File: src/rtl/vga_render_pkg.sv
// Shared VGA timing constants, derived totals and the types used by the
// image renderer and its timing generator.
package vga_render_pkg;

  localparam int H_ACTIVE = 640;
  localparam int H_FP     = 16;
  localparam int H_SYNC   = 96;
  localparam int H_BP     = 48;
  localparam int V_ACTIVE = 480;
  localparam int V_FP     = 10;
  localparam int V_SYNC   = 2;
  localparam int V_BP     = 33;

  localparam int IMG_W  = 200;
  localparam int IMG_H  = 200;
  localparam int IMG_X0 = 220;
  localparam int IMG_Y0 = 140;
  localparam int ADDR_W = 16;
  localparam logic [7:0] BG_GRAY = 8'h00;

  localparam int H_TOTAL    = H_ACTIVE + H_FP + H_SYNC + H_BP;
  localparam int V_TOTAL    = V_ACTIVE + V_FP + V_SYNC + V_BP;
  localparam int HS_START   = H_ACTIVE + H_FP;
  localparam int HS_END     = HS_START + H_SYNC;
  localparam int VS_START   = V_ACTIVE + V_FP;
  localparam int VS_END     = VS_START + V_SYNC;
  localparam int IMG_PIXELS = IMG_W * IMG_H;

  // Counter width covers every supported total up to 4095.
  localparam int CNT_W = 12;
  typedef logic [CNT_W-1:0] cnt_t;

  typedef enum logic [1:0] {V_VIS, V_FRONT, V_SYNCP, V_BACK} vstate_t;

  // Per-pixel control bits that ride the pipeline alongside the fetch.
  typedef struct packed {
    logic hs;
    logic vs;
    logic bn;
    logic img;
    logic fs;
  } vctl_t;

  localparam vctl_t CTL_RESET = '{hs: 1'b1, vs: 1'b1, bn: 1'b0, img: 1'b0, fs: 1'b0};

endpackage

File: src/rtl/vga_image_renderer_if.sv
// Framebuffer RAM read port B as seen by the renderer.
// rd_en qualifies rd_addr; pixel_data holds the word for that address one
// cycle later. There is no backpressure: the RAM must accept every fetch.
interface vga_image_renderer_if #(
  parameter int ADDR_W = 16
);
  logic [ADDR_W-1:0] rd_addr;
  logic              rd_en;
  logic [31:0]       pixel_data;

  modport master (output rd_addr, output rd_en, input pixel_data);
  modport slave  (input rd_addr, input rd_en, output pixel_data);
endinterface

File: src/rtl/vga_timing_gen.sv
// Pixel/line counters, vertical-region FSM and raw (undelayed) sync,
// visible and frame-start decode.
module vga_timing_gen
  import vga_render_pkg::cnt_t, vga_render_pkg::vstate_t,
         vga_render_pkg::V_VIS, vga_render_pkg::V_FRONT,
         vga_render_pkg::V_SYNCP, vga_render_pkg::V_BACK;
#(
  parameter int H_ACTIVE = vga_render_pkg::H_ACTIVE,
  parameter int H_FP     = vga_render_pkg::H_FP,
  parameter int H_SYNC   = vga_render_pkg::H_SYNC,
  parameter int H_BP     = vga_render_pkg::H_BP,
  parameter int V_ACTIVE = vga_render_pkg::V_ACTIVE,
  parameter int V_FP     = vga_render_pkg::V_FP,
  parameter int V_SYNC   = vga_render_pkg::V_SYNC,
  parameter int V_BP     = vga_render_pkg::V_BP
) (
  input  logic    vga_clk,
  input  logic    reset,
  output cnt_t    h_cnt,
  output cnt_t    v_cnt,
  output vstate_t vstate,
  output logic    v_vis,
  output logic    visible,
  output logic    hsync_raw,
  output logic    vsync_raw,
  output logic    frame_start_raw
);

  localparam int H_TOTAL = H_ACTIVE + H_FP + H_SYNC + H_BP;
  localparam int V_TOTAL = V_ACTIVE + V_FP + V_SYNC + V_BP;

  localparam cnt_t H_LAST     = cnt_t'(H_TOTAL - 1);
  localparam cnt_t V_LAST     = cnt_t'(V_TOTAL - 1);
  localparam cnt_t H_VIS_END  = cnt_t'(H_ACTIVE);
  localparam cnt_t HS_LO      = cnt_t'(H_ACTIVE + H_FP);
  localparam cnt_t HS_HI      = cnt_t'(H_ACTIVE + H_FP + H_SYNC);
  localparam cnt_t VIS_LAST   = cnt_t'(V_ACTIVE - 1);
  localparam cnt_t FRONT_LAST = cnt_t'(V_ACTIVE + V_FP - 1);
  localparam cnt_t SYNC_LAST  = cnt_t'(V_ACTIVE + V_FP + V_SYNC - 1);

  cnt_t    h_cnt_q, h_cnt_d;
  cnt_t    v_cnt_q, v_cnt_d;
  vstate_t vstate_q, vstate_d;
  logic    line_wrap;

  always_ff @(posedge vga_clk) begin
    if (reset) begin
      h_cnt_q  <= '0;
      v_cnt_q  <= '0;
      vstate_q <= V_VIS;
    end else begin
      h_cnt_q  <= h_cnt_d;
      v_cnt_q  <= v_cnt_d;
      vstate_q <= vstate_d;
    end
  end

  // The vertical count and region only move on the last pixel of a line.
  always_comb begin
    line_wrap = (h_cnt_q == H_LAST);
    h_cnt_d   = line_wrap ? '0 : h_cnt_q + cnt_t'(1);
    v_cnt_d   = v_cnt_q;
    vstate_d  = vstate_q;
    if (line_wrap) begin
      v_cnt_d = (v_cnt_q == V_LAST) ? '0 : v_cnt_q + cnt_t'(1);
      case (vstate_q)
        V_VIS:   if (v_cnt_q == VIS_LAST)   vstate_d = V_FRONT;
        V_FRONT: if (v_cnt_q == FRONT_LAST) vstate_d = V_SYNCP;
        V_SYNCP: if (v_cnt_q == SYNC_LAST)  vstate_d = V_BACK;
        V_BACK:  if (v_cnt_q == V_LAST)     vstate_d = V_VIS;
        default:                            vstate_d = V_VIS;
      endcase
    end
  end

  assign h_cnt           = h_cnt_q;
  assign v_cnt           = v_cnt_q;
  assign vstate          = vstate_q;
  assign v_vis           = (vstate_q == V_VIS);
  assign visible         = v_vis && (h_cnt_q < H_VIS_END);
  assign hsync_raw       = !((h_cnt_q >= HS_LO) && (h_cnt_q < HS_HI));
  assign vsync_raw       = (vstate_q != V_SYNCP);
  assign frame_start_raw = (h_cnt_q == '0) && (v_cnt_q == '0);

endmodule

File: src/rtl/vga_image_renderer.sv
// 640x480@60 VGA scan-out of a grey image window fetched from framebuffer
// port B, with a 3-stage pipeline keeping syncs aligned to colour.
module vga_image_renderer
  import vga_render_pkg::cnt_t, vga_render_pkg::vstate_t,
         vga_render_pkg::vctl_t, vga_render_pkg::CTL_RESET;
#(
  parameter int H_ACTIVE = vga_render_pkg::H_ACTIVE,
  parameter int H_FP     = vga_render_pkg::H_FP,
  parameter int H_SYNC   = vga_render_pkg::H_SYNC,
  parameter int H_BP     = vga_render_pkg::H_BP,
  parameter int V_ACTIVE = vga_render_pkg::V_ACTIVE,
  parameter int V_FP     = vga_render_pkg::V_FP,
  parameter int V_SYNC   = vga_render_pkg::V_SYNC,
  parameter int V_BP     = vga_render_pkg::V_BP,
  parameter int IMG_W    = vga_render_pkg::IMG_W,
  parameter int IMG_H    = vga_render_pkg::IMG_H,
  parameter int IMG_X0   = vga_render_pkg::IMG_X0,
  parameter int IMG_Y0   = vga_render_pkg::IMG_Y0,
  parameter int ADDR_W   = vga_render_pkg::ADDR_W,
  parameter logic [7:0] BG_GRAY = vga_render_pkg::BG_GRAY
) (
  input  logic                        vga_clk,
  input  logic                        reset,
  vga_image_renderer_if.master        ram,
  output logic                        hsync,
  output logic                        vsync,
  output logic                        blank_n,
  output logic                        sync_n,
  output logic [7:0]                  vga_r,
  output logic [7:0]                  vga_g,
  output logic [7:0]                  vga_b,
  output logic                        frame_start,
  output vstate_t                     dbg_vstate
);

  typedef logic [ADDR_W-1:0] addr_t;

  localparam addr_t ADDR_LAST = addr_t'(IMG_W * IMG_H - 1);
  localparam cnt_t  X_LO      = cnt_t'(IMG_X0);
  localparam cnt_t  X_HI      = cnt_t'(IMG_X0 + IMG_W);
  localparam cnt_t  Y_LO      = cnt_t'(IMG_Y0);
  localparam cnt_t  Y_HI      = cnt_t'(IMG_Y0 + IMG_H);

  cnt_t h_cnt, v_cnt;
  logic v_vis, visible, hsync_raw, vsync_raw, frame_start_raw;
  logic in_img;

  vga_timing_gen #(
    .H_ACTIVE (H_ACTIVE), .H_FP (H_FP), .H_SYNC (H_SYNC), .H_BP (H_BP),
    .V_ACTIVE (V_ACTIVE), .V_FP (V_FP), .V_SYNC (V_SYNC), .V_BP (V_BP)
  ) u_timing (
    .vga_clk         (vga_clk),
    .reset           (reset),
    .h_cnt           (h_cnt),
    .v_cnt           (v_cnt),
    .vstate          (dbg_vstate),
    .v_vis           (v_vis),
    .visible         (visible),
    .hsync_raw       (hsync_raw),
    .vsync_raw       (vsync_raw),
    .frame_start_raw (frame_start_raw)
  );

  assign in_img = v_vis && (h_cnt >= X_LO) && (h_cnt < X_HI)
                        && (v_cnt >= Y_LO) && (v_cnt < Y_HI);

  addr_t rd_addr_q, rd_addr_d;
  addr_t addr_next_q, addr_next_d;
  addr_t fetch_base;
  logic  rd_en_q, rd_en_d;
  vctl_t ctl_raw;
  vctl_t ctl1_q, ctl1_d, ctl2_q, ctl2_d, ctl3_q, ctl3_d;
  logic [7:0] grey_q, grey_d;

  // Raster order makes the image linear, so a running count is the address.
  always_comb begin
    fetch_base  = frame_start_raw ? '0 : addr_next_q;
    rd_addr_d   = rd_addr_q;
    addr_next_d = addr_next_q;
    rd_en_d     = in_img;
    if (in_img) begin
      rd_addr_d   = fetch_base;
      addr_next_d = (fetch_base == ADDR_LAST) ? '0 : fetch_base + addr_t'(1);
    end else if (frame_start_raw) begin
      rd_addr_d   = '0;
      addr_next_d = '0;
    end
  end

  assign ctl_raw = '{hs: hsync_raw, vs: vsync_raw, bn: visible,
                     img: in_img, fs: frame_start_raw};

  // Stage 2 lines up with the RAM word; image bits imply visible.
  always_comb begin
    ctl1_d = ctl_raw;
    ctl2_d = ctl1_q;
    ctl3_d = ctl2_q;
    grey_d = 8'h00;
    if (ctl2_q.img)     grey_d = ram.pixel_data[7:0];
    else if (ctl2_q.bn) grey_d = BG_GRAY;
  end

  always_ff @(posedge vga_clk) begin
    if (reset) begin
      rd_addr_q   <= '0;
      addr_next_q <= '0;
      rd_en_q     <= 1'b0;
      ctl1_q      <= CTL_RESET;
      ctl2_q      <= CTL_RESET;
      ctl3_q      <= CTL_RESET;
      grey_q      <= 8'h00;
    end else begin
      rd_addr_q   <= rd_addr_d;
      addr_next_q <= addr_next_d;
      rd_en_q     <= rd_en_d;
      ctl1_q      <= ctl1_d;
      ctl2_q      <= ctl2_d;
      ctl3_q      <= ctl3_d;
      grey_q      <= grey_d;
    end
  end

  logic unused_bits;
  assign unused_bits = ^{ram.pixel_data[31:8], ctl3_q.img};

  assign ram.rd_addr = rd_addr_q;
  assign ram.rd_en   = rd_en_q;
  assign hsync       = ctl3_q.hs;
  assign vsync       = ctl3_q.vs;
  assign blank_n     = ctl3_q.bn;
  assign frame_start = ctl3_q.fs;
  assign sync_n      = 1'b0;
  assign vga_r       = grey_q;
  assign vga_g       = grey_q;
  assign vga_b       = grey_q;

endmodule

File: src/flat_wrapper.sv
// flat-port wrapper written by rule: the top's interface ports become plain ports
module vga_image_renderer_flat import vga_render_pkg::cnt_t, vga_render_pkg::vstate_t,
         vga_render_pkg::vctl_t, vga_render_pkg::CTL_RESET;
#(
  parameter int H_ACTIVE = vga_render_pkg::H_ACTIVE,
  parameter int H_FP     = vga_render_pkg::H_FP,
  parameter int H_SYNC   = vga_render_pkg::H_SYNC,
  parameter int H_BP     = vga_render_pkg::H_BP,
  parameter int V_ACTIVE = vga_render_pkg::V_ACTIVE,
  parameter int V_FP     = vga_render_pkg::V_FP,
  parameter int V_SYNC   = vga_render_pkg::V_SYNC,
  parameter int V_BP     = vga_render_pkg::V_BP,
  parameter int IMG_W    = vga_render_pkg::IMG_W,
  parameter int IMG_H    = vga_render_pkg::IMG_H,
  parameter int IMG_X0   = vga_render_pkg::IMG_X0,
  parameter int IMG_Y0   = vga_render_pkg::IMG_Y0,
  parameter int ADDR_W   = vga_render_pkg::ADDR_W,
  parameter logic [7:0] BG_GRAY = vga_render_pkg::BG_GRAY
)
  (vga_clk, reset, hsync, vsync, blank_n, sync_n, vga_r, vga_g, vga_b, frame_start, dbg_vstate, ram_rd_addr, ram_rd_en, ram_pixel_data);
  vga_image_renderer_if #(.ADDR_W(ADDR_W)) ram_i ();
  input  logic vga_clk;
  input  logic reset;
  output logic hsync;
  output logic vsync;
  output logic blank_n;
  output logic sync_n;
  output logic [7:0] vga_r;
  output logic [7:0] vga_g;
  output logic [7:0] vga_b;
  output logic frame_start;
  output vstate_t dbg_vstate;
  output wire logic [$bits(ram_i.rd_addr)-1:0] ram_rd_addr;
  output wire logic [$bits(ram_i.rd_en)-1:0] ram_rd_en;
  input wire logic [$bits(ram_i.pixel_data)-1:0] ram_pixel_data;
  assign ram_rd_addr = ram_i.rd_addr;
  assign ram_rd_en = ram_i.rd_en;
  assign ram_i.pixel_data = ram_pixel_data;
  vga_image_renderer #(.H_ACTIVE(H_ACTIVE), .H_FP(H_FP), .H_SYNC(H_SYNC), .H_BP(H_BP), .V_ACTIVE(V_ACTIVE), .V_FP(V_FP), .V_SYNC(V_SYNC), .V_BP(V_BP), .IMG_W(IMG_W), .IMG_H(IMG_H), .IMG_X0(IMG_X0), .IMG_Y0(IMG_Y0), .ADDR_W(ADDR_W), .BG_GRAY(BG_GRAY)) u_core (.vga_clk(vga_clk), .reset(reset), .ram(ram_i), .hsync(hsync), .vsync(vsync), .blank_n(blank_n), .sync_n(sync_n), .vga_r(vga_r), .vga_g(vga_g), .vga_b(vga_b), .frame_start(frame_start), .dbg_vstate(dbg_vstate));
endmodule
File: config.mk
export PLATFORM = sky130hd
export DESIGN_NAME = vga_image_renderer_flat
export DESIGN_NICKNAME = d
export VERILOG_FILES = /design/src/rtl/vga_render_pkg.sv /design/src/rtl/vga_image_renderer_if.sv /design/src/rtl/vga_timing_gen.sv /design/src/rtl/vga_image_renderer.sv /design/src/flat_wrapper.sv
export SDC_FILE = /design/constraint.sdc
export NUM_CORES = 1
export LEC_CHECK = 0
export CAP_MARGIN = 15
export CORE_MARGIN = 3
export CORE_UTILIZATION = 45
export CTS_BUF_LIST = sky130_fd_sc_hd__clkbuf_8 sky130_fd_sc_hd__clkbuf_16
export CTS_CLUSTER_DIAMETER = 150
export DETAILED_ROUTE_END_ITERATION = 7
export PLACE_DENSITY = 0.72
export SYNTH_ARGS = -nofsm -noshare
export SYNTH_HDL_FRONTEND = slang
export SYNTH_SLANG_ARGS = --single-unit
File: constraint.sdc
create_clock -name vga_clk -period 8.3 [get_ports vga_clk]
set_clock_uncertainty 0.2 [all_clocks]
set_input_delay 0.83 -clock vga_clk [delete_from_list [all_inputs] [get_ports vga_clk]]
set_output_delay 0.83 -clock vga_clk [all_outputs]
set_load 0.01 [all_outputs]
# After elaboration in Yosys (flattened, before gate mapping)
# Cells that the tools add are included.
# Widths: inputs -> output; s select.
[classes] add_sub_neg=3 magnitude_cmp=7 eq_ne=14 n_mux=11 bitwise=1 reduce_logical=15
[ops] operator="$mux 16" count=5
[ops] operator="$eq 12x9->1 const B" count=3
[ops] operator="$add 12x1->12 const B" count=2
[ops] operator="$eq 12x10->1 const B" count=2
[ops] operator="$ge 12x8->1 const B" count=2
[ops] operator="$logic_not 12->1" count=2
[ops] operator="$lt 12x10->1 const B" count=2
[ops] operator="$lt 12x9->1 const B" count=2
[ops] operator="$add 16x1->16 const B" count=1
[ops] operator="$eq 16x16->1 const B" count=1
[ops] operator="$ge 12x10->1 const B" count=1
[ops] operator="$mux 12" count=1
[ops] operator="$mux 2" count=4
[ops] operator="$ne 2x2->1 const B" count=4
[ops] operator="$pmux 2 s4" count=1
[ops] operator="$logic_and 1x1->1" count=7
[ops] operator="$reduce_and 5->1" count=1
[ops] operator="$eq 2x2->1 const B" count=2
[ops] operator="$reduce_or 2->1" count=2
[ops] operator="$eq 2x1->1 const B" count=1
[ops] operator="$logic_not 2->1" count=1
[ops] operator="$ne 2x1->1 const B" count=1
[ops] operator="$reduce_bool 2->1" count=1
[ops] operator="$logic_not 1->1" count=1
[ops] operator="$not 1->1" count=1
[word_totals] register_bits=80 inputBits=34 out_inout_bits=48

# Longest topological paths before layout
# Gate-level depths: netlist of run 1.
[logic_depth] depth_word=6 depth_mapped=13 mapped_depth_nobuf=12

# Cells and area by module
# Synthesis of run 1 repeated with hierarchy kept, for this count alone.
[unflattened] hier_cells=459 hier_area_um2=3836.2
[by_module_without_submodules] module="vga_image_renderer" instances=1 cells_each=286 area_each_um2=2421.1 seq_area_each_um2=1081.0
[by_module_without_submodules] module="vga_timing_gen" instances=1 cells_each=173 area_each_um2=1415.1 seq_area_each_um2=520.5

# Worst setup path after synthesis of run 1
# OpenSTA, ideal clock, no wires.
[synth_path] path_type="register to register" startpoint="register u_core.u_timing.v_cnt_q[2] (netlist: u_core.u_timing.v_cnt[2])" endpoint="register u_core.addr_next_q[7]" setup_time_ns=0.070 arrival_ns=2.392 t_required_ns=8.030 path_slack_ns=5.638 stages_incl_launch_ff=12 path_buffers=1 period_less_slack_ns=2.662 path_cell_list="dfxtp_1 clkbuf_1 nor4b_1 nand3_1 nor2_1 nor2b_1 ha_1 nand2_1 nor2_1 a21oi_1 or4b_1 a21oi_1"
[synth_between] elab_chain_cells=6
[synth_lines] item="from (decl)" line="vga_timing_gen.sv:42" text="cnt_t v_cnt_q, v_cnt_d;"
[synth_lines] item="from (signal assigned)" line="vga_timing_gen.sv:53" text="v_cnt_q <= v_cnt_d;"
[synth_lines] item="$logic_not 12->1" line="vga_timing_gen.sv:83" text="assign frame_start_raw = (h_cnt_q == '0) && (v_cnt_q == '0);"
[synth_lines] item="$logic_and 1x1->1" line="vga_timing_gen.sv:83"
[synth_lines] item="$mux 16"
[synth_lines] item="$add 16x1->16 / $eq 16x16->1 (equally long branches)" line="vga_image_renderer.sv:83" text="addr_next_d = (fetch_base == ADDR_LAST) ? '0 : fetch_base + addr_t'(1);"
[synth_lines] item="$mux 16" line="vga_image_renderer.sv:83"
[synth_lines] item="$mux 16 *" line="vga_image_renderer.sv:81" text="if (in_img) begin"
[synth_lines] item="to (signal assigned)" line="vga_image_renderer.sv:114" text="addr_next_q <= addr_next_d;"
[synth_lines] item="to (decl)" line="vga_image_renderer.sv:68" text="addr_t addr_next_q, addr_next_d;"
# Every way passes the cells marked *; elsewhere a longest branch is shown, timed or not.
# A chain may end at the register's enable or synchronous reset.

# Worst setup path in the final report of run 1
[layout_path] startpoint="register u_core.u_timing.v_cnt_q[0] (netlist: u_core.u_timing.v_cnt[0])" endpoint="register u_core.addr_next_q[8]"
# The elaborated chain is that of the path after synthesis.

==> metrics, run 1 <==
all-layer global routing usage=16.6%; Flop pwr share=between 50% and 60%; Hold Path Sink=u_core.hsync; CTS Sinks=80; drt first pass iters=5; TNS Setup=0 ns; Comb pwr share=3.0%; post-route minimum period=between 3 and 4 ns; Clk network pwr share=45.6%; share of cells above drive strength 1=7.63%; hold wc startpoint=u_core.ctl2_q[4]; CP required=8.38 ns; Synth top cells by count=dfxtp_1, nand2_1, a21oi_1, nor2_1; share of the synthesized area in the top cell type=between 40% and 50%; Internal=596 uW; DR DRC count=0; Fill cells=roughly 730; Nets=511; Starting DRT DRC Count=around 160; element type at the critical path start=flop; Vias=3089; final cell count without fillers=574; I/O Buffers=56; CTS tree=yes; Initial Utilization=between 40 and 50%; Die Footprint=9460 um^2; Seq/Total Area, Yosys=42.7%; Post-synth EDFFs=0; crit end category=flop; Worst Hold Class=flop to flop; Mapped Cells=between 400 and 500; r2r startpoint=u_core.u_timing.v_cnt[0]; routability cong.=0.858; initial antenna violation count=0; Antenna diodes=0; ys flop type=dfxtp_1; final setup vio count=0; Post-Syn Nets=483; Worst path slowest cell=nor2_1; crit-path max FO=13; Worst Tran Pin Value=about 0.94 ns; Synth cell types=59; worst hold stages=1; area leader, netlist=dfxtp_1; Detail Route Antenna Nets=0; GR Overflow Total=0; Worst-path clk slew=0.08 ns; worst flop-to-flop path endpoint=u_core.addr_next_q[8]; postcts setup bufs=0; crit-path cells=inv_1, ha_1, nor3b_1, nand4_1, nor2_1, nor2b_1, ha_1, nand2_1, nor2_1, o2111ai_1, or4_1, a21oi_1; Cell Area, Synth=~3700 um^2; number of global-route vias before repair=roughly 2800; fmax=0.292 GHz; reg2reg setup slack=4.87 ns; FF+latch count, synth=80; RSZ-0062 raised after global routing=no; cts repair resizes=0; buffer levels on the longest clock path=2; chip width=97.3 um; Max Cap Violations=0; top cells by area in the synthesized netlist=dfxtp_1, a21oi_1, nand2_1, buf_4, ha_1; fin crit share=41.3%; slew margin rel.=36.6%; Post-Place Cells=558; Hold Buf Count CTS=0; Synth async-reset ratio=0%; Core Area=around 7900 um^2; switching part of the total power=21.2%; run status=finished clean; first-pass GRT wire length=13200 um; I/O Pins=82; depth of the CTS H-tree=3; WL per Instance=13.6 um; FF-to-FF path depth=12; area grow syn2layout=18.8%; Peak VDD IR=81.0 uV; NetSw=160 uW; Syn Area/Cell=8.54 um^2; Data arrival, critical path=3.51 ns; largest net degree at the start of global routing=35; Crit Path Category=flop to flop; die height=97.3 um; HPWL after detailed placement=~5300 um; WL final=7810 um; count leader, synth=dfxtp_1; CP max stage delay=0.68 ns; Clk Latency, worst-skew pair=around 0.35 ns; Hold Fails Final Rpt=0; Power Dens Cells=170 nW/um^2; CTS Buf Count=9; Pleak=0.00149 uW; Std-Cell Rows=32; Slew Viols, Final=0; via/cell ratio=5.38; Clock Tree Root=clkbuf_8; Ys Warns=0
-- critical path, delay by kind of cell, from the launching register on --
family                   cells  cell delay, ns
AO/OA/AOI/OAI                2            0.36
flip-flops                   1            0.41
buffers and inverters        1            0.09
adder cells (fa/ha/maj)      2            0.40
AND/OR/NAND/NOR              7            1.89
-- power by group through the flow --
stage / logic [uW] / registers, uW / clock network (uW)
CTS: 22.7 / 388 / 354
floorplan: 15.2 / 397 / 0
finish: 22.5 / 388 / 345
global placement: 22.4 / 397 / 0
global route: 25.5 / 389 / 371
detailed placement: 22.6 / 398 / 0
-- worst max-delay path by stage --
stage | from | to | slack (ns) | cells after the start
global placement | u_core.u_timing.v_cnt[0] | u_core.addr_next_q[8] | 4.98 | 12
global route | u_core.u_timing.h_cnt[0] | u_core.addr_next_q[7] | 4.58 | 12
floorplan | u_core.u_timing.v_cnt[2] | u_core.addr_next_q[7] | 5.64 | 11
finish | u_core.u_timing.v_cnt[0] | u_core.addr_next_q[8] | 4.87 | 12
detailed placement | u_core.u_timing.v_cnt[0] | u_core.addr_next_q[8] | 4.88 | 12
CTS | u_core.u_timing.v_cnt[0] | u_core.addr_next_q[8] | 4.88 | 12
-- cell families after synthesis --
kind of cell	Yosys count	synth area share, %
buffers and inverters	54	7.97
adders and majority gates	10	3.34
xor gates and xnor gates	20	4.67
AOI/OAI and AO/OA	77	12.7
DFF	80	42.7
other	1	0.100
and+or+nand+nor	197	28.5
-- layout make-up --
cell class | instances | area [um^2] | area share, %
multi-input cells | 305 | 1860 | 41.6
flip-flops and latches | 80 | 1600 | 35.9
repair buffers | 59 | 583 | 13.1
well taps | 102 | 128 | 2.86
clock buffers | 9 | 124 | 2.78
clock inverters | 7 | 119 | 2.67
inverters | 12 | 45.0 | 1.01
-- sequential cells by signal, summed over array words and instances, names as in the netlist --
| signal | count |
|---|---|
| u_core.addr_next_q | 16 |
| u_core.ram.rd_addr | 16 |
| u_core.u_timing.h_cnt | 12 |
| u_core.u_timing.v_cnt | 12 |
| u_core.vga_b | 8 |
| u_core.ctl1_q | 5 |
| u_core.ctl2_q | 5 |
| u_core.u_timing.vstate | 2 |
| u_core.blank_n | 1 |
| u_core.frame_start | 1 |
| u_core.hsync | 1 |
| u_core.vsync | 1 |
-- metrics by stage --
stage / hold slack [ns] / total power, uW / instance area [um^2] / setup slack (ns) / util [%]
after CTS: 0.218 / 766 / 4460 / 4.88 / 56.5
after floorplan: 0.189 / 412 / 3750 / 5.64 / -
final: 0.214 / 756 / 4460 / 4.87 / 56.5
after global routing: 0.242 / 785 / 4460 / 4.58 / 56.5
after detailed placement: 0.199 / 420 / 4210 / 4.88 / 53.4
after global placement: 0.191 / 420 / 4210 / 4.98 / 53.4
-- cell usage in the layout (no fill, tap or decap), drive strengths merged, types with 2 or more instances in the layout --
cell type      count
dfxtp             80
clkdlybuf4s50     56
nand2             46
a21oi             40
nor2              32
nand3             20
nand4             15
o21ai             15
nor3              13
xor2              13
inv               13
and2              10
ha                10
nor2b              9
clkbuf             9
and3               8
xnor2              7
or3                7
or2                6
or4                6
a22oi              5
nor4               4
nand2b             3
nand3b             3
bufinv             3
buf                3
o211ai             2
and4               2
nor4bb             2
nand4b             2
clkinvlp           2
nor4b              2
o21bai             2
or4b               2
-- per-layer routing --
| layer | part of all wire (%) | wire, um | track usage [%] | vias to the layer above |
|---|---|---|---|---|
| met1 | 50 | 3900 | 22.7 | 1429 |
| met3 | 5.2 | 404 | 3.73 | 10 |
| met4 | 1.5 | 115 | 5.54 | 0 |
| met5 | 0 | 0 | 0 | - |
| met2 | 43 | 3390 | 25.9 | 86 |
| li1 | - | - | - | 1564 |
(Power assumes the default switching activity.)
==> inputs of run 2 (changes only) <==
Clock period 8.3 ns to 3.4 ns, I/O delays scaled along.
==> run 2 against run 1 <==
  * Worst setup slack worse by 4.5 ns
  * Sequential cell count stayed put
  * Critical path depth unchanged
  * First-iteration DRC count rose by 45%
  * Wire length down 0.46%
  * Largest cell class unchanged
  * Largest power group unchanged
  * Highest routed layer unchanged
==> metrics, run 2 (synthesized netlist as in run 1, its figures left out) <==
hold wc startpoint=u_core.ctl2_q[3]; crit-path cells=inv_1, ha_1, nor3b_1, nand4_1, nor2_2, nor2b_1, ha_1, nand2_1, nor2_1, a21oi_1, or4b_1, a21oi_1; CP required=3.48 ns; Worst-path clk slew=0.08 ns; Power Dens Cells=between 400 and 500 nW/um^2; Worst path slowest cell=or4b_1; fin area=4500 um^2; Peak VDD IR=230 uV; CTS tree=yes; Max Cap Violations=0; first-pass GRT wire length=13500 um; fmax=0.327 GHz; Clk Latency, worst-skew pair=0.35 ns; Vias=3160; CP Depth=12; number of global-route vias before repair=2876; Hold Buf Count CTS=0; I/O Pins=82; crit-path max FO=9; Clock Tree Root=clkbuf_8; Std-Cell Rows=32; depth of the CTS H-tree=3; slew margin rel.=around 58%; CP bufs+invs=1; HPWL after detailed placement=5380 um; via/cell ratio=between 5 and 6; Detail Route Antenna Nets=0; RSZ-0062 raised after global routing=no; crit end category=flop; DR DRC count=0; Data arrival, critical path=3.13 ns; TNS Setup=0 ns; final cell count without fillers=around 580; die height=97.3 um; initial antenna violation count=0; GR Overflow Total=0; Starting DRT DRC Count=231; WL final=7780 um; Overall Power=between 1500 and 2000 uW; drt first pass iters=4; all-layer global routing usage=16.8%; Slew Viols, Final=0; Die Footprint=9460 um^2; CTS Buf Count=9; post-route minimum period=3.05 ns; Pleak=0.00154 uW; Hold Fails Final Rpt=0; routability cong.=0.853; final setup vio count=0; Core Area=7890 um^2; r2r startpoint=u_core.u_timing.v_cnt[0]; Worst Tran Pin Value=0.624 ns; FF-to-FF path depth=12; Post-Place Cells=565; Crit Path Category=flop to flop; most frequent cells in the layout=dfxtp_1, clkdlybuf4s50_1, nand2_1; largest net degree at the start of global routing=30; Nets=518; Worst path top cell family by delay=simple AND/OR/NAND/NOR gates; Initial Utilization=47.5%; Antenna diodes=0; Worst Hold Class=flop to flop; CP startpoint=u_core.u_timing.v_cnt[0]; WL per Instance=13.4 um; I/O Buffers=between 50 and 60; most common cell after layout, fill and taps aside=dfxtp_1; chip width=97.3 um; placed cell area=around 4300 um^2; CTS Sinks=80; CP max stage delay=roughly 0.43 ns; postcts setup bufs=0; fin crit share=approximately nine tenths; worst hold stages=1; area grow syn2layout=19.9%; cts repair resizes=0; buffer levels on the longest clock path=2; element type at the critical path start=flop; share of cells above drive strength 1=8.56%; run status=finished clean
## run 2: changes by cell type in the layout (fill, tap and decap cells not counted), sizes merged
cell,change
buf,+7
clkinvlp,-2
inv,+2
## run 2: layout make-up
| class | instances | area, um^2 |
|---|---|---|
| Fill cell | 703 | 3390 |
| Multi-Input combinational cell | 305 | 1850 |
| Sequential cell | 80 | 1600 |
| Timing Repair Buffer | 66 | 636 |
| Tap cell | 102 | 128 |
| Clock buffer | 9 | 124 |
| Clock inverter | 7 | 111 |
| Inverter | 12 | 45.0 |
## run 2: metal layers
metal  share of wire (%)  up-vias  track usage (%)  routed length [um]
met5                   0        -                0                   0
met4                0.87        0             4.47                  68
met3                 7.6        5             4.81                 592
met2                  43      109             26.1                3330
met1                  49     1464             23.0                3780
li1                    -     1582                -                   -
## run 2: worst paths after layout
| path | slack (ns) | to |
|---|---|---|
| max | 0.35 | u_core.addr_next_q[7] |
| min | 0.21 | u_core.vsync |
| max reg2reg | 0.35 | u_core.addr_next_q[7] |
| min reg2reg | 0.21 | u_core.vsync |
## run 2: stage by stage
step                      hold WS, ns  util, %  worst slack (ns)
after floorplan                 0.189        -             0.738
after global placement          0.192     54.0             0.340
after detailed placement        0.194     54.0             0.313
after CTS                       0.213     57.0             0.261
after global routing            0.234     57.0            0.0939
final                           0.210     57.0             0.346
## run 2: power by group
part           leakage (uW)  switching, uW  internal, uW
Clock              0.000126            340           484
Combinational      0.000764           33.6          22.5
Sequential         0.000646           4.82           943
Total               0.00154            378          1450
==> inputs of run 3 (changes only) <==
Settings changed: ABC_CLOCK_PERIOD_IN_PS set to 3400, CORE_MARGIN 3 to not set.
==> run 3 against run 2 <==
  * Combinational power up 3%
  * Worst setup slack worse by 0.026 ns
  * Sequential cell count unchanged
  * Register-to-register slack worse by 0.03 ns
  * Final area down 0.42%
  * Critical path depth unchanged
  * Wire length down 1.8%
  * Largest cell class unchanged
  * Highest routed layer unchanged
==> metrics, run 3 (synthesized netlist as in run 1, its figures left out) <==
Hold Buf Count CTS=0; Crit Path Category=flop to flop; Fill cells=698; via/cell ratio=5.31; TNS Setup=0 ns; CTS Sinks=80; CTS Buf Count=9; Nets=520; DR DRC count=0; Antenna diodes=0; area grow syn2layout=19.4%; CP max stage delay=0.44 ns; initial antenna violation count=0; Reg area=around 1600 um^2; buffer levels on the longest clock path=2; die height=93.3 um; Die Footprint=between 8000 and 9000 um^2; fmax=0.325 GHz; HPWL after detailed placement=5280 um; Clk Latency, worst-skew pair=between 0.3 and 0.4 ns; M2 GR Usage=28.3%; Core Area=7890 um^2; final setup vio count=0; Detail Route Antenna Nets=0; share of cells above drive strength 1=a little under a tenth; Slew Viols, Final=0; Worst Hold Class=flop to flop; Starting DRT DRC Count=roughly 220; Pleak=0.00152 uW; element type at the critical path start=flop; crit end category=flop; Hold Fails Final Rpt=0; met3 Use GR=5.12%; CP required=3.50 ns; Vias=about 3100; depth of the CTS H-tree=3; fin crit share=90.6%; Worst Tran Pin Value=0.648 ns; fin area=around 4500 um^2; Worst-path clk slew=~0.09 ns; CP bufs+invs=1; WL final=7640 um; I/O Buffers=56; number of global-route vias before repair=2818; met1 usage=26.1%; Peak VDD IR=184 uV; area of the multi-input gates=roughly 1800 um^2; routability cong.=0.817; Max Cap Violations=0; WL per Instance=13.1 um; GRT busiest layer=met2; Worst path top cell family by delay=simple AND/OR/NAND/NOR gates; chip width=93.3 um; Std-Cell Rows=32; GR Overflow Total=0; first-pass GRT wire length=about 13000 um; placed cell area=4270 um^2; most common cell after layout, fill and taps aside=dfxtp_1; drt first pass iters=4; Power Dens Cells=385 nW/um^2; hold_ws=0.213 ns; I/O Pins=between 80 and 90; Clock Tree Root=clkbuf_8; post-route minimum period=3.08 ns; RSZ-0062 raised after global routing=no; crit-path max FO=7; cts repair resizes=0; run status=finished clean; CTS tree=yes; Initial Utilization=47.5%; Worst path slowest cell=or4b_1; postcts setup bufs=0; most frequent cells in the layout=dfxtp_1, clkdlybuf4s50_1, nand2_1; all-layer global routing usage=between 10% and 20%; largest net degree at the start of global routing=30; crit-path cells=inv_1, ha_1, nor4b_1, nand3_1, nor2_1, nor2b_1, ha_1, nand2_1, nor2_1, a21oi_1, or4b_1, a21oi_1; reg2reg setup slack=0.32 ns; slew margin rel.=56.6%; Data arrival, critical path=3.18 ns
==> run 3: cell types whose count changed in the layout (fill, tap and decap cells not counted), sizes merged <==
| cell | before | now |
|---|---|---|
| inv | 15 | 14 |
| bufinv | 3 | 1 |
| clkinvlp | 0 | 1 |
| clkinv | 1 | 3 |
| buf | 10 | 12 |
==> run 3: final timing paths <==
check | startpoint | endpoint | cells after the start
setup / recovery | u_core.u_timing.h_cnt[0] | u_core.addr_next_q[7] | 12
setup reg to reg | u_core.u_timing.h_cnt[0] | u_core.addr_next_q[7] | 12
hold / removal | u_core.ctl2_q[4] | u_core.hsync | 1
hold reg to reg | u_core.ctl2_q[4] | u_core.hsync | 1
==> run 3: report_power, final <==
| part | internal (uW) | switching [uW] | leakage, uW | total [uW] |
|---|---|---|---|---|
| logic | 24.4 | 33.0 | 0.000772 | 57.4 |
| clock network | 348 | 373 | 0.000102 | 721 |
| registers | 943 | 4.89 | 0.000646 | 948 |
==> run 3: routing by layer <==
metal	vias up	wire, um
li1	1580	-
met1	1412	3730
met2	96	3250
met3	10	555
met4	0	96
met5	-	0
==> run 3: cell type report <==
type                            instances  share of cell area [%]
Clock inverter                          7                    1.79
Inverter                               12                    1.01
Sequential cell                        80                    35.8
Timing Repair Buffer                   68                    14.5
Tap cell                              102                    2.85
Multi-Input combinational cell        305                    41.3
Clock buffer                            9                    2.77
==> run 3: per-stage QoR <==
step	total power, uW	util (%)	std cells	worst slack [ns]
after floorplan	1010	-	439	0.738
after global placement	1030	54.2	567	0.441
after detailed placement	1030	54.2	567	0.348
after CTS	1740	56.8	583	0.317
after global routing	1790	56.8	583	0.0456
final	1730	56.8	583	0.320
